==> src/rtl/counter_64_bit_ctrl.sv <==
// counter_64_bit_ctrl
// This block arbitrates between two requesters and sequences commands onto a
// 64-bit counter. A command is either a load or a burst increment of N.
//
// Handshake: reqX_valid/reqX_data/reqX_load are held by the requester until
// it sees reqX_ready. reqX_ready is combinational. It is high only in IDLE
// with rst low, and only for the single arbitration winner. The command
// transfers on the clock edge that ends a cycle where valid and ready are
// both high.
//
// Optional build macro: COUNTER_CTRL_RR_EN.
//   Defined:   round-robin arbitration.
//   Undefined: fixed priority, with requester 0 winning.
// All outputs except the readys are registered. They are updated in the
// same always_ff as the state, so busy always equals (state != IDLE).
module counter_64_bit_ctrl (
    input  logic        clk,
    input  logic        rst,
    input  logic        req0_valid,
    input  logic        req0_load,
    input  logic [63:0] req0_data,
    output logic        req0_ready,
    input  logic        req1_valid,
    input  logic        req1_load,
    input  logic [63:0] req1_data,
    output logic        req1_ready,
    output logic        cnt_wen,
    output logic        cnt_load,
    output logic [63:0] cnt_din,
    output logic        busy,
    output logic        done,
    output logic        done_id
);

    typedef enum logic [1:0] {
        IDLE  = 2'd0,
        LOAD  = 2'd1,
        BURST = 2'd2,
        DONE  = 2'd3
    } state_t;

    state_t      state;
    // Holds the accepted operand. In BURST it counts down the remaining
    // increments. The opcode is captured by the state that the accept
    // selects, so it needs no separate register.
    logic [63:0] remaining;
    logic        lat_id;

    logic        any_valid;
    logic        accept;
    logic        grant_id;
    logic        sel_load;
    logic [63:0] sel_data;

`ifdef COUNTER_CTRL_RR_EN
    logic        last_grant;

    // Round-robin: on a tie, the requester that did not win last time wins.
    always_comb begin
        grant_id = 1'b0;
        if (req0_valid && req1_valid) begin
            grant_id = ~last_grant;
        end else if (req1_valid) begin
            grant_id = 1'b1;
        end
    end
`else
    // Fixed priority: requester 0 wins whenever it is valid.
    always_comb begin
        grant_id = 1'b0;
        if (!req0_valid && req1_valid) begin
            grant_id = 1'b1;
        end
    end
`endif

    // Accept only in IDLE and never while reset is asserted.
    // Then steer the winner's command onto the select path.
    always_comb begin
        any_valid  = req0_valid | req1_valid;
        accept     = (state == IDLE) && !rst && any_valid;
        req0_ready = accept && !grant_id;
        req1_ready = accept && grant_id;
        sel_load   = grant_id ? req1_load : req0_load;
        sel_data   = grant_id ? req1_data : req0_data;
    end

    // Command FSM, with every counter-facing output registered alongside the state.
    always_ff @(posedge clk) begin
        if (rst) begin
            state     <= IDLE;
            remaining <= 64'd0;
            lat_id    <= 1'b0;
            cnt_wen   <= 1'b0;
            cnt_load  <= 1'b0;
            cnt_din   <= 64'd0;
            busy      <= 1'b0;
            done      <= 1'b0;
            done_id   <= 1'b0;
`ifdef COUNTER_CTRL_RR_EN
            last_grant <= 1'b1;
`endif
        end else begin
            case (state)
                IDLE: begin
                    if (accept) begin
                        lat_id    <= grant_id;
                        remaining <= sel_data;
                        busy      <= 1'b1;
`ifdef COUNTER_CTRL_RR_EN
                        last_grant <= grant_id;
`endif
                        if (sel_load) begin
                            state    <= LOAD;
                            cnt_load <= 1'b1;
                            cnt_din  <= sel_data;
                        end else if (sel_data != 64'd0) begin
                            state   <= BURST;
                            cnt_wen <= 1'b1;
                        end else begin
                            // A zero-length burst goes straight to completion.
                            state   <= DONE;
                            done    <= 1'b1;
                            done_id <= grant_id;
                        end
                    end
                end
                LOAD: begin
                    state     <= DONE;
                    cnt_load  <= 1'b0;
                    cnt_din   <= 64'd0;
                    remaining <= 64'd0;
                    done      <= 1'b1;
                    done_id   <= lat_id;
                end
                BURST: begin
                    remaining <= remaining - 64'd1;
                    if (remaining == 64'd1) begin
                        state   <= DONE;
                        cnt_wen <= 1'b0;
                        done    <= 1'b1;
                        done_id <= lat_id;
                    end
                end
                DONE: begin
                    state   <= IDLE;
                    done    <= 1'b0;
                    done_id <= 1'b0;
                    busy    <= 1'b0;
                end
                default: begin
                    state    <= IDLE;
                    cnt_wen  <= 1'b0;
                    cnt_load <= 1'b0;
                    cnt_din  <= 64'd0;
                    done     <= 1'b0;
                    done_id  <= 1'b0;
                    busy     <= 1'b0;
                end
            endcase
        end
    end

endmodule

==> config.mk <==
export PLATFORM = sky130hd
export DESIGN_NAME = counter_64_bit_ctrl
export DESIGN_NICKNAME = d
export VERILOG_FILES = /design/src/rtl/counter_64_bit_ctrl.sv
export SDC_FILE = /design/constraint.sdc
export NUM_CORES = 1
export LEC_CHECK = 0
export CORE_UTILIZATION = 45
export CTS_CLUSTER_SIZE = 40
export DETAILED_ROUTE_END_ITERATION = 16
export PLACE_DENSITY_LB_ADDON = 0.15
export SLEW_MARGIN = 20
export SYNTH_ARGS = -nofsm -noshare
export SYNTH_HDL_FRONTEND = slang
export SYNTH_SLANG_ARGS = --single-unit
==> constraint.sdc <==
create_clock -name clk -period 3.3 [get_ports clk]
set_input_delay 0.66 -clock clk [delete_from_list [all_inputs] [get_ports clk]]
set_output_delay 0.66 -clock clk [all_outputs]
set_load 0.01 [all_outputs]
# After elaboration in Yosys (flattened, before gate mapping)
# Cells that the tools add are included.
classes:
  n_addsub: 1
  mul: 0
  div: 0
  magnitude_cmp: 0
  eq_ne: 10
  shifts: 0
  mux: 33
  bitwise_logic: 1
  reduce_logical: 21
op_table:
  columns: ["operator", "count"]
  rows:
  - ["$mux W64", 4]
  - ["$pmux W64 S3", 1]
  - ["$pmux W64 S2", 1]
  - ["$eq A64 B1 Y1 const B", 1]
  - ["$reduce_bool A64 Y1", 1]
  - ["$sub A64 B1 Y64 const B", 1]
  - ["$mux W1", 18]
  - ["$ne A2 B2 Y1 const B", 5]
  - ["$pmux W1 S4", 2]
  - ["$pmux W2 S4", 1]
  - ["$reduce_and A2 Y1", 4]
  - ["$mux W2", 3]
  - ["$pmux W1 S2", 3]
  - ["$reduce_bool A2 Y1", 3]
  - ["$logic_and A1 B1 Y1", 5]
  - ["$reduce_and A5 Y1", 1]
  - ["$eq A2 B2 Y1 const B", 2]
  - ["$reduce_and A4 Y1", 1]
  - ["$logic_not A1 Y1", 3]
  - ["$reduce_and A3 Y1", 1]
  - ["$reduce_bool A3 Y1", 1]
  - ["$eq A2 B1 Y1 const B", 1]
  - ["$logic_not A2 Y1", 1]
  - ["$ne A2 B1 Y1 const B", 1]
  - ["$or A1 B1 Y1", 1]
word_totals:
  register_bits: 136
  latchBits: 0
  mem_bits_rw: 0
  romBits: 0
  in_bits: 134
  output_inout_bits: 71
  word_cells: 75
  mem_count: 0

# Logic depth before layout (Yosys ltp)
# Gate-level depths: netlist (run 1).
depth:
  ltp_word: 9
  mapped_depth: 10
  depth_no_buf: 8

# Worst setup path after synthesis (run 1)
# Ideal clock, no wire load.
synth_timing:
  path_type: "input -> register"
  startpoint: "input req0_data[33]"
  endpoint: "register done"
  setup_ns: 0.123
  arrival_time_ns: 2.450
  required_time_ns: 3.177
  setup_slack_ns: 0.727
  stages: 6
  path_buffers: 0
  cell_sequence: "nor4_1 -> nand4_1 -> or3b_1 -> a2111o_1 -> a211o_1 -> mux2_1"
synth_between:
  elab_chain_cells: 4
synth_rtl:
  columns: ["element", "line", "source"]
  rows:
  - ["start, declared", "21", "input logic [63:0] req0_data,"]
  - ["$mux W64", "85", "sel_data = grant_id ? req1_data : req0_data;"]
  - ["$reduce_bool A64 Y1", "117", "end else if (sel_data != 64'd0) begin"]
  - ["$ne A2 B2 Y1 (no source line)", null, null]
  - ["$reduce_and A4 Y1 (no source line)", null, null]
  - ["end signal, assigned", "98", "done <= 1'b0;"]
  - ["end signal, assigned", "123", "done <= 1'b1;"]
  - ["end signal, assigned", "133", "done <= 1'b1;"]
  - ["end, declared", "31", "output logic done,"]
# No other way between the ends.
# A chain may end at the register's enable or synchronous reset.

# Worst setup path in the final report (run 1)
layout_timing:
  startpoint: "input req0_data[46]"
  endpoint: "register done"
# Same word-level chain as after synthesis.

==> run summary, run 1 <==
The run finished with clean final reports. The proportion of synthesized area in mux cells is 8.42%, and the final weighted congestion of routability-driven global placement is 1.00. The number of enable flip-flop cells after synthesis was 0; the number of instances resized during post-cts repair was 0. For the total congestion overflow, the log shows 0. The initial utilization of the core area, before any placement, comes to 46.4%. Counting instances in the post-synthesis netlist gives the leading cell types as sky130_fd_sc_hd__nor2_1 (201), sky130_fd_sc_hd__dfxtp_1 (136), sky130_fd_sc_hd__a21oi_1 (124). The area growth from synthesis to layout is 39.1%. Global routing consumed, on the met1 layer, 43.1% of the routing resources. The tools report the final setup TNS as 0 ns. For hold timing, the worst endpoint is cnt_load. After clock tree synthesis, the clock-pin slew on the worst setup and hold paths is 0.06 ns. The number of buffers on the longest clock path was 2. In this run the power density over the cells is 810 mW/mm^2. The shortest period the worst path allows works out to 3.09 ns.

Synthesis inferred 136 register bits. Hold is met by 0.456 ns. For the data required time at the worst endpoint, the log shows 3.61 ns. The path depth of the worst reg2reg path is 6.

Total setup violations reported at the end of the flow: 0. At the worst endpoint, the arrival time is 3.40 ns. In this run, the number of DRC markers left after iteration 0 of detailed routing was 1,000. At the later pin of the worst-skew pair, clock insertion delay measures 0.43 ns.

The tools report the worst-case headroom to the max-slew limit as 46.9%. The worst setup path is of the input port to register kind. Setup repair after global routing left no endpoint under its margin. The tools report the post-synthesis instance total as 1,013. The cell type with the highest aggregate area in the netlist is sky130_fd_sc_hd__dfxtp_1. Dividing the detail-routed wire length by the instance count gives 21.4 microns.

The final clock period utilization by the worst path is 93.6%, and the DRC violation count after routing is 0. TritonCTS built the clock tree. For this run, global-route usage on met2 was measured as 57.1%. In this run the most used layer during global routing was met2.

A synthesized cell averages 7.65 sq um. Setup slack on the worst reg-to-reg path comes out at 0.60 ns. Half-perimeter wire length of the detailed placement result: 23,200 microns. For this run, the register share of the synthesized area comes to 35.1%. Parity-gate share of the synthesized area counting xor and xnor cells: 0.339%.

The ratio of cells with drive above 1 in the final layout is 8.76%. Traced cell by cell, the critical path runs through clkdlybuf4s50_1 -> nor4_2 -> buf_4 -> nand4_1 -> or3b_1 -> a2111o_1 -> a211o_1 -> mux2_1. The I/O pin total is 205.

After detailed routing, the total wire length is 30,900 microns. The number of global-route vias before repair is 8,217. The number of antenna violations at the first check in global routing was 0; the pin count of the biggest net entering global routing was 74. The number of inserted diodes was 0; the combined global-route utilization of all metal layers was 34.5%. In the final layout, flip-flops and latches occupy 0.00272 sq mm. For this run, the number of Yosys warnings is 0.

The cell area after synthesis was 0.00775 sq mm; the number of buffers inserted during clock tree synthesis was 17. Final hold violation count: 0. The quantity of I/O buffers inserted on ports is 204, and the die width is 133 microns. The transition time at the pin with the least slew margin is 0.797 ns, and the delay of the slowest cell on the worst path is 0.46 ns. The filler cells instantiated in the layout total 1,516.

Among all flip-flop cells after synthesis, the most frequent one is sky130_fd_sc_hd__dfxtp_1. Count of cell types in the netlist: 67. The tool flagged a number of max-cap violations equal to 0. The die covers 0.0177 sq mm. The via density per instance was 6.18; the top achievable clock speed was 0.324 GHz.

Row generation in the floorplan step produced 47 rows. For this design, the slowest cell found on the critical path is sky130_fd_sc_hd__a2111o_1. The tightest min-delay check is of the register to register type. Summing all multi-input logic gate instances after layout gives 0.00472 sq mm. The net total in the final layout came out at 1,351.

The kind of cell with the highest combined delay along the critical path is simple AND/OR/NAND/NOR gates. The tools report the placeable core region as 0.0167 sq mm. In this run the clock root is driven by a sky130_fd_sc_hd__clkbuf_16.

The share of Yosys cell area claimed by the top area cell type is 35.1%. STA classifies the critical path startpoint as an input port. The vertical die dimension was 133 microns; the post-synthesis share of cell area spent on full adders, half adders and majority gates was 1.13%. H-tree depth: 4. For this design the static power due to leakage is 0.00425 uW.

The worst reg2reg path endpoint was remaining[37]. The run gives 0 as the number of slew-limit violations in the final report. The synthesized-area fraction occupied by ao, oa, aoi and oai cells is 22.3%, and the largest fanout of any net on the critical path is 2. Along the worst hold path, the cell count comes to 2.

Counting every sink on the clock net gives 136. Buffers added to address setup during post-CTS repair amount to 0. Via count: 8,916. The tools report the number of search-and-repair iterations in the first detailed-routing pass as 6. The hold path startpoint was cnt_load. The run gives 47,000 microns as the global-route wire length before repair. Total buffers and inverters traversed by the critical path: 2. The fraction of synthesis flops using an asynchronous set or reset pin works out to 0%. The worst setup path is captured at a register.

The worst-case vdd ir drop is 0.591 mV. Synthesis produced a netlist with a net count of 1,154. In this run the remaining antenna-violating nets after routing total 0.

The combinational family with the most area after synthesis was simple AND/OR/NAND/NOR gates. Buffers inserted to repair hold after CTS numbered 0. The most common cell in the synthesized netlist is sky130_fd_sc_hd__nor2_1.

After Yosys synthesis, and, or, nand and nor cells account for 28.2% of the synthesized area. The worst register-to-register path begins at remaining[5]. The setup skew after layout is 0.00775 ns. Sorting the synthesized cells by area gives the leading types as sky130_fd_sc_hd__dfxtp_1 (35%), sky130_fd_sc_hd__nor2_1 (9.7%), sky130_fd_sc_hd__mux2i_1 (8.3%).

In the global route stage, met3 resource usage came out at 7.95%.
-- cells by family after synthesis --
logic type	after synthesis
AO/OA/AOI/OAI	282
AND/OR/NAND/NOR	433
buffers and inverters	87
adder cells (fa/ha/maj)	7
XOR/XNOR	3
multiplexers	65
flip-flops	136
-- worst max-delay path by stage --
| stage | start | slack (ns) | to | cells past startpoint |
|---|---|---|---|---|
| 2_1_floorplan | req0_data[33] | 0.73 | done | 6 |
| 3_3_place_gp | req0_data[46] | -0.29 | done | 8 |
| 3_5_place_dp | req0_data[46] | -0.33 | done | 8 |
| 4_1_cts | req0_data[46] | 0.09 | done | 8 |
| 5_1_grt | req0_data[46] | 0.15 | done | 8 |
| 6_report | req0_data[46] | 0.21 | done | 8 |
-- registers in the layout, summed over array words and instances (netlist names) --
signal,count
busy,1
cnt_din,64
cnt_load,1
cnt_wen,1
done,1
done_id,1
lat_id,1
remaining,64
state,2
-- routing by layer --
layer / up-vias / part of all wire [%]
met5: - / 0
met4: 0 / 3.9
met3: 72 / 8.6
met2: 471 / 47
met1: 4222 / 40
li1: 4151 / -
-- through the flow --
step | util [%] | power (uW) | instance area, sq um | cells | setup WS, ns
finish | 64.5 | 8720 | 10800 | 1442 | 0.210
CTS | 64.5 | 8620 | 10800 | 1442 | 0.0884
detailed placement | 61.0 | 6690 | 10200 | 1411 | -0.326
floorplan | - | 5200 | 7750 | 1013 | 0.727
global placement | 61.0 | 6650 | 10200 | 1411 | -0.292
global route | 64.5 | 9200 | 10800 | 1442 | 0.148
-- layout by cell type (no fill, tap or decap), types with 4 or more instances in the layout --
cell,Yosys,final
sky130_fd_sc_hd__or4_1,7,7
sky130_fd_sc_hd__a21oi_1,124,122
sky130_fd_sc_hd__and4_1,5,5
sky130_fd_sc_hd__nor2_1,201,201
sky130_fd_sc_hd__o311ai_0,7,7
sky130_fd_sc_hd__o22ai_1,15,15
sky130_fd_sc_hd__ha_1,7,6
sky130_fd_sc_hd__o21ai_0,52,52
sky130_fd_sc_hd__clkbuf_16,0,17
sky130_fd_sc_hd__o32ai_1,14,14
sky130_fd_sc_hd__a22oi_1,15,15
sky130_fd_sc_hd__buf_4,1,48
sky130_fd_sc_hd__o22a_1,4,4
sky130_fd_sc_hd__nand2_1,48,47
sky130_fd_sc_hd__and2_1,4,4
sky130_fd_sc_hd__clkdlybuf4s50_1,0,203
sky130_fd_sc_hd__o221ai_1,4,4
sky130_fd_sc_hd__nor2b_1,4,4
sky130_fd_sc_hd__or3_1,10,10
sky130_fd_sc_hd__nand2b_1,6,4
sky130_fd_sc_hd__o211ai_1,5,5
sky130_fd_sc_hd__nand3_1,22,22
sky130_fd_sc_hd__nor4_2,6,7
sky130_fd_sc_hd__and3_1,9,9
sky130_fd_sc_hd__nor3_1,26,26
sky130_fd_sc_hd__clkinv_2,0,5
sky130_fd_sc_hd__nor4_1,48,47
sky130_fd_sc_hd__a31oi_1,9,9
sky130_fd_sc_hd__o32a_1,4,4
sky130_fd_sc_hd__nand4_1,19,19
sky130_fd_sc_hd__inv_1,12,12
sky130_fd_sc_hd__mux2i_1,64,64
sky130_fd_sc_hd__dfxtp_1,136,136
-- worst register-to-register path, delay by kind of cell, from the launching register on --
family | cells | cell delay (ns)
and+or+nand+nor | 4 | 1.78
AOI/OAI and AO/OA | 2 | 0.44
DFF | 1 | 0.36
-- layout make-up --
| class | instances | share of cell area (%) |
|---|---|---|
| clock inverter | 13 | 1.44 |
| multi-input combinational | 790 | 43.8 |
| clock buffer | 18 | 3.98 |
| tap | 220 | 2.55 |
| sequential | 136 | 25.3 |
| inverter | 12 | 0.418 |
| timing repair buffer | 253 | 22.6 |
-- where the power goes --
part / switching (uW) / internal [uW]
Sequential: 418 / 2020
Combinational: 2680 / 1660
Clock: 760 / 1180
Total: 3860 / 4860
Power figures use the tool's default switching activity.
==> run 2, diff against run 1 <==
--- a/config.mk
+++ b/config.mk
@@ -6,6 +6,7 @@
 export NUM_CORES = 1
 export LEC_CHECK = 0
 export CORE_UTILIZATION = 45
+export CTS_CLUSTER_DIAMETER = 150
 export CTS_CLUSTER_SIZE = 40
 export DETAILED_ROUTE_END_ITERATION = 16
 export PLACE_DENSITY_LB_ADDON = 0.15
==> results of run 2 <==
Same layout as run 1: the final DEF is identical, and so are final timing and power.
==> run 3, diff against run 2 <==
--- a/config.mk
+++ b/config.mk
@@ -5,12 +5,13 @@
 export SDC_FILE = /design/constraint.sdc
 export NUM_CORES = 1
 export LEC_CHECK = 0
-export CORE_UTILIZATION = 45
+export CORE_UTILIZATION = 49
 export CTS_CLUSTER_DIAMETER = 150
 export CTS_CLUSTER_SIZE = 40
 export DETAILED_ROUTE_END_ITERATION = 16
 export PLACE_DENSITY_LB_ADDON = 0.15
-export SLEW_MARGIN = 20
+export SKIP_CTS_REPAIR_TIMING = 1
+export SLEW_MARGIN = 5
 export SYNTH_ARGS = -nofsm -noshare
 export SYNTH_HDL_FRONTEND = slang
 export SYNTH_SLANG_ARGS = --single-unit
==> run summary, run 3 (synthesis gave the netlist of run 1 again) <==
The flow ran to the end, and the final reports show no timing, DRC or antenna violations. In the final layout, the registers with the most flip-flops are cnt_din (64), remaining (64), state (2). Leaving out fill and tap cells, the most frequent cell in the layout is sky130_fd_sc_hd__clkdlybuf4s50_1. The H-tree depth was 4 (unchanged); the initial core utilization was 50.6% (+4.2 points).

Worst reg2reg path endpoint: remaining[54]. Setup repair after global routing left no endpoint under its margin. The layout overhead on the synthesized area is 39.3%.

For the met2 usage, the log shows 60.2% (+3.1 points). The I/O pin total was 205 (unchanged); the power per unit of standard cell area was 823 mW/mm^2 (+1.7%). The reported max-cap violation count is 0 (unchanged), and the shortest period the worst path allows is 3.05 ns (-0.0425 ns). The number of buffers inserted during clock tree synthesis is 17 (unchanged), and the design area is 0.0108 sq mm (+0.15%). The number of global-route vias before repair is 8,256 (+0.47%), and the routed wire length is 30,900 microns (about the same). The run gives 0.00425 uW (about the same) as the cell leakage power.

The net total in the final layout is 1,348 (-0.22%), and the worst-skew pair later-pin latency is 0.43 ns (about the same). The path with the worst hold slack has its endpoint at cnt_load. The placed instance area was 0.0101 sq mm (-0.45%). The worst setup path is of the input port to register kind.

The DRC violation count after routing came out at 0 (unchanged). The run gives 28.5% (-18 points) as the worst-case headroom to the max-slew limit. The antenna violation net count after detailed routing was 0 (unchanged).

The logs give 2 (unchanged) for the number of buffers on the longest clock path and 8.39% (+0.44 points) for the met3 demand-to-capacity share in global routing. The half-perimeter wire length of the detailed placement result is 22,700 microns (-2.3%), and the placeable core region is 0.0153 sq mm (-8.3%). The detailed-route wire length per cell works out to 21.6 microns (+0.74%). In this run the most critical hold path is launched from cnt_load. The number of search-and-repair iterations in the first detailed-routing pass came out at 9 (+3). Clock-pin slew reported for the worst setup and hold paths after clock tree synthesis: 0.06 ns (about the same).

The transition time at the pin with the least slew margin was 1.07 ns (+0.276 ns); the die width was 128 microns (-4.1%). The worst-case vdd ir drop is 0.631 mV (+6.8%). The run gives 0 (unchanged) as the number of antenna violations at the first check in global routing. The via density per instance came out at 6.30 (+1.8%). The final clock period utilization by the worst path works out to 92.3% (-1.3 points). The final weighted congestion of routability-driven global placement was 0.935 (-6.8%). Total clock sinks: 136 (unchanged).

The tree is rooted in a sky130_fd_sc_hd__clkbuf_16. The instance count along the most critical hold path works out to 2 (unchanged). Sort of element at the end of the critical path: a register. The library cells used most frequently in the layout, excluding fill and tap cells, are sky130_fd_sc_hd__clkdlybuf4s50_1 (203), sky130_fd_sc_hd__nor2_1 (201), sky130_fd_sc_hd__dfxtp_1 (136).

For the minimum setup slack among reg-to-reg paths, the log shows 0.55 ns (-0.05 ns). The share of the core filled with cells was 70.5% (+5.9 points). The run gives 0 ns (unchanged) as the final setup TNS.

The site row count came out at 45 (-4.3%). The DRC marker count from the first detailed-route iteration came out at 1,087 (+8.7%). Highest-utilization routing layer at the global route stage: met2. The path depth of the worst reg2reg path is 9 (+3). The run gives 0 (unchanged) as the total congestion overflow. The ratio of cells with drive above 1 in the final layout is 8.61% (-0.15 points).

The worst endpoint data arrival time was 3.36 ns (-0.04 ns); the combined global-route utilization of all metal layers was 37.5% (+3.0 points). The vertical die dimension is 128 microns (-4.1%). The tools report the met1 track demand over resource as 45.4% (+2.2 points).

TritonCTS built the clock tree. The total setup violations reported at the end of the flow came out at 0 (unchanged). The logs give 9,017 (+1.1%) for the via count and 0.328 GHz (+1.4%) for the top achievable clock speed. Die footprint: 0.0163 sq mm (-8.0%). Data required time at the worst endpoint: 3.61 ns (about the same). The largest fanout of any net on the critical path is 2 (unchanged), and the global-route wire length before repair is 46,500 microns (-0.91%). The quantity of I/O buffers inserted on ports is 204 (unchanged), and the pin count of the biggest net entering global routing is 98 (+32%). In this run the critical register-to-register path is launched from remaining[1]. The logs give 0 (unchanged) for the final hold violation count and 0 (unchanged) for the number of slew-limit violations in the final report. The worst setup path is launched from an input port. In this run the worst hold path is classified as register to register.

The run gives 0.00786 ns (+0.000111 ns) as the setup skew after layout. The final-layout worst hold slack came out at 0.466 ns (+0.0104 ns).
==> run 3: area by class of cell <==
cell class,count,area [sq um]
fillers,1290,4520
clock inverters,15,225
inverters,12,45.0
clock buffers,17,425
flip-flops and latches,136,2720
multi-input cells,790,4710
repair buffers,250,2400
well taps,211,264
diodes,1,2.50
==> run 3: critical path, cell delays in order <==
cell and delay, ns:
sky130_fd_sc_hd__clkdlybuf4s50_1 0.43, sky130_fd_sc_hd__nor4_1 0.43, sky130_fd_sc_hd__buf_4 0.18, sky130_fd_sc_hd__nand4_1 0.14, sky130_fd_sc_hd__or3b_1 0.39, sky130_fd_sc_hd__a2111o_1 0.47, sky130_fd_sc_hd__a211o_1 0.33, sky130_fd_sc_hd__mux2_1 0.32
==> run 3: worst max path at each step <==
stage,from,to,slack (ns),cells after the start
after floorplan,req0_data[33],done,0.73,6
after detailed placement,req0_data[46],done,-0.14,8
after global placement,req0_data[46],done,-0.16,8
after CTS,req0_data[46],done,0.26,8
after global routing,req0_data[46],done_id,0.16,8
final,req0_data[46],done,0.25,8
==> run 3: power by group <==
group          leakage, uW  internal [uW]  switching (uW)
Clock             0.000305           1340             782
Combinational      0.00283           1620            2700
Sequential         0.00111           2020             416
==> run 3: per-stage QoR <==
step                power, uW  worst slack (ns)  std cells
floorplan                5200             0.727       1013
global placement         6560            -0.162       1399
detailed placement       6630            -0.140       1399
CTS                      8770             0.257       1431
global route             9350             0.165       1431
finish                   8890             0.253       1432
==> run 3: per-layer routing <==
layer,vias to the layer above,wire length (microns)
met3,117,2720
met4,0,2090
met1,4218,11900
met5,-,0
li1,4142,-
met2,540,14200
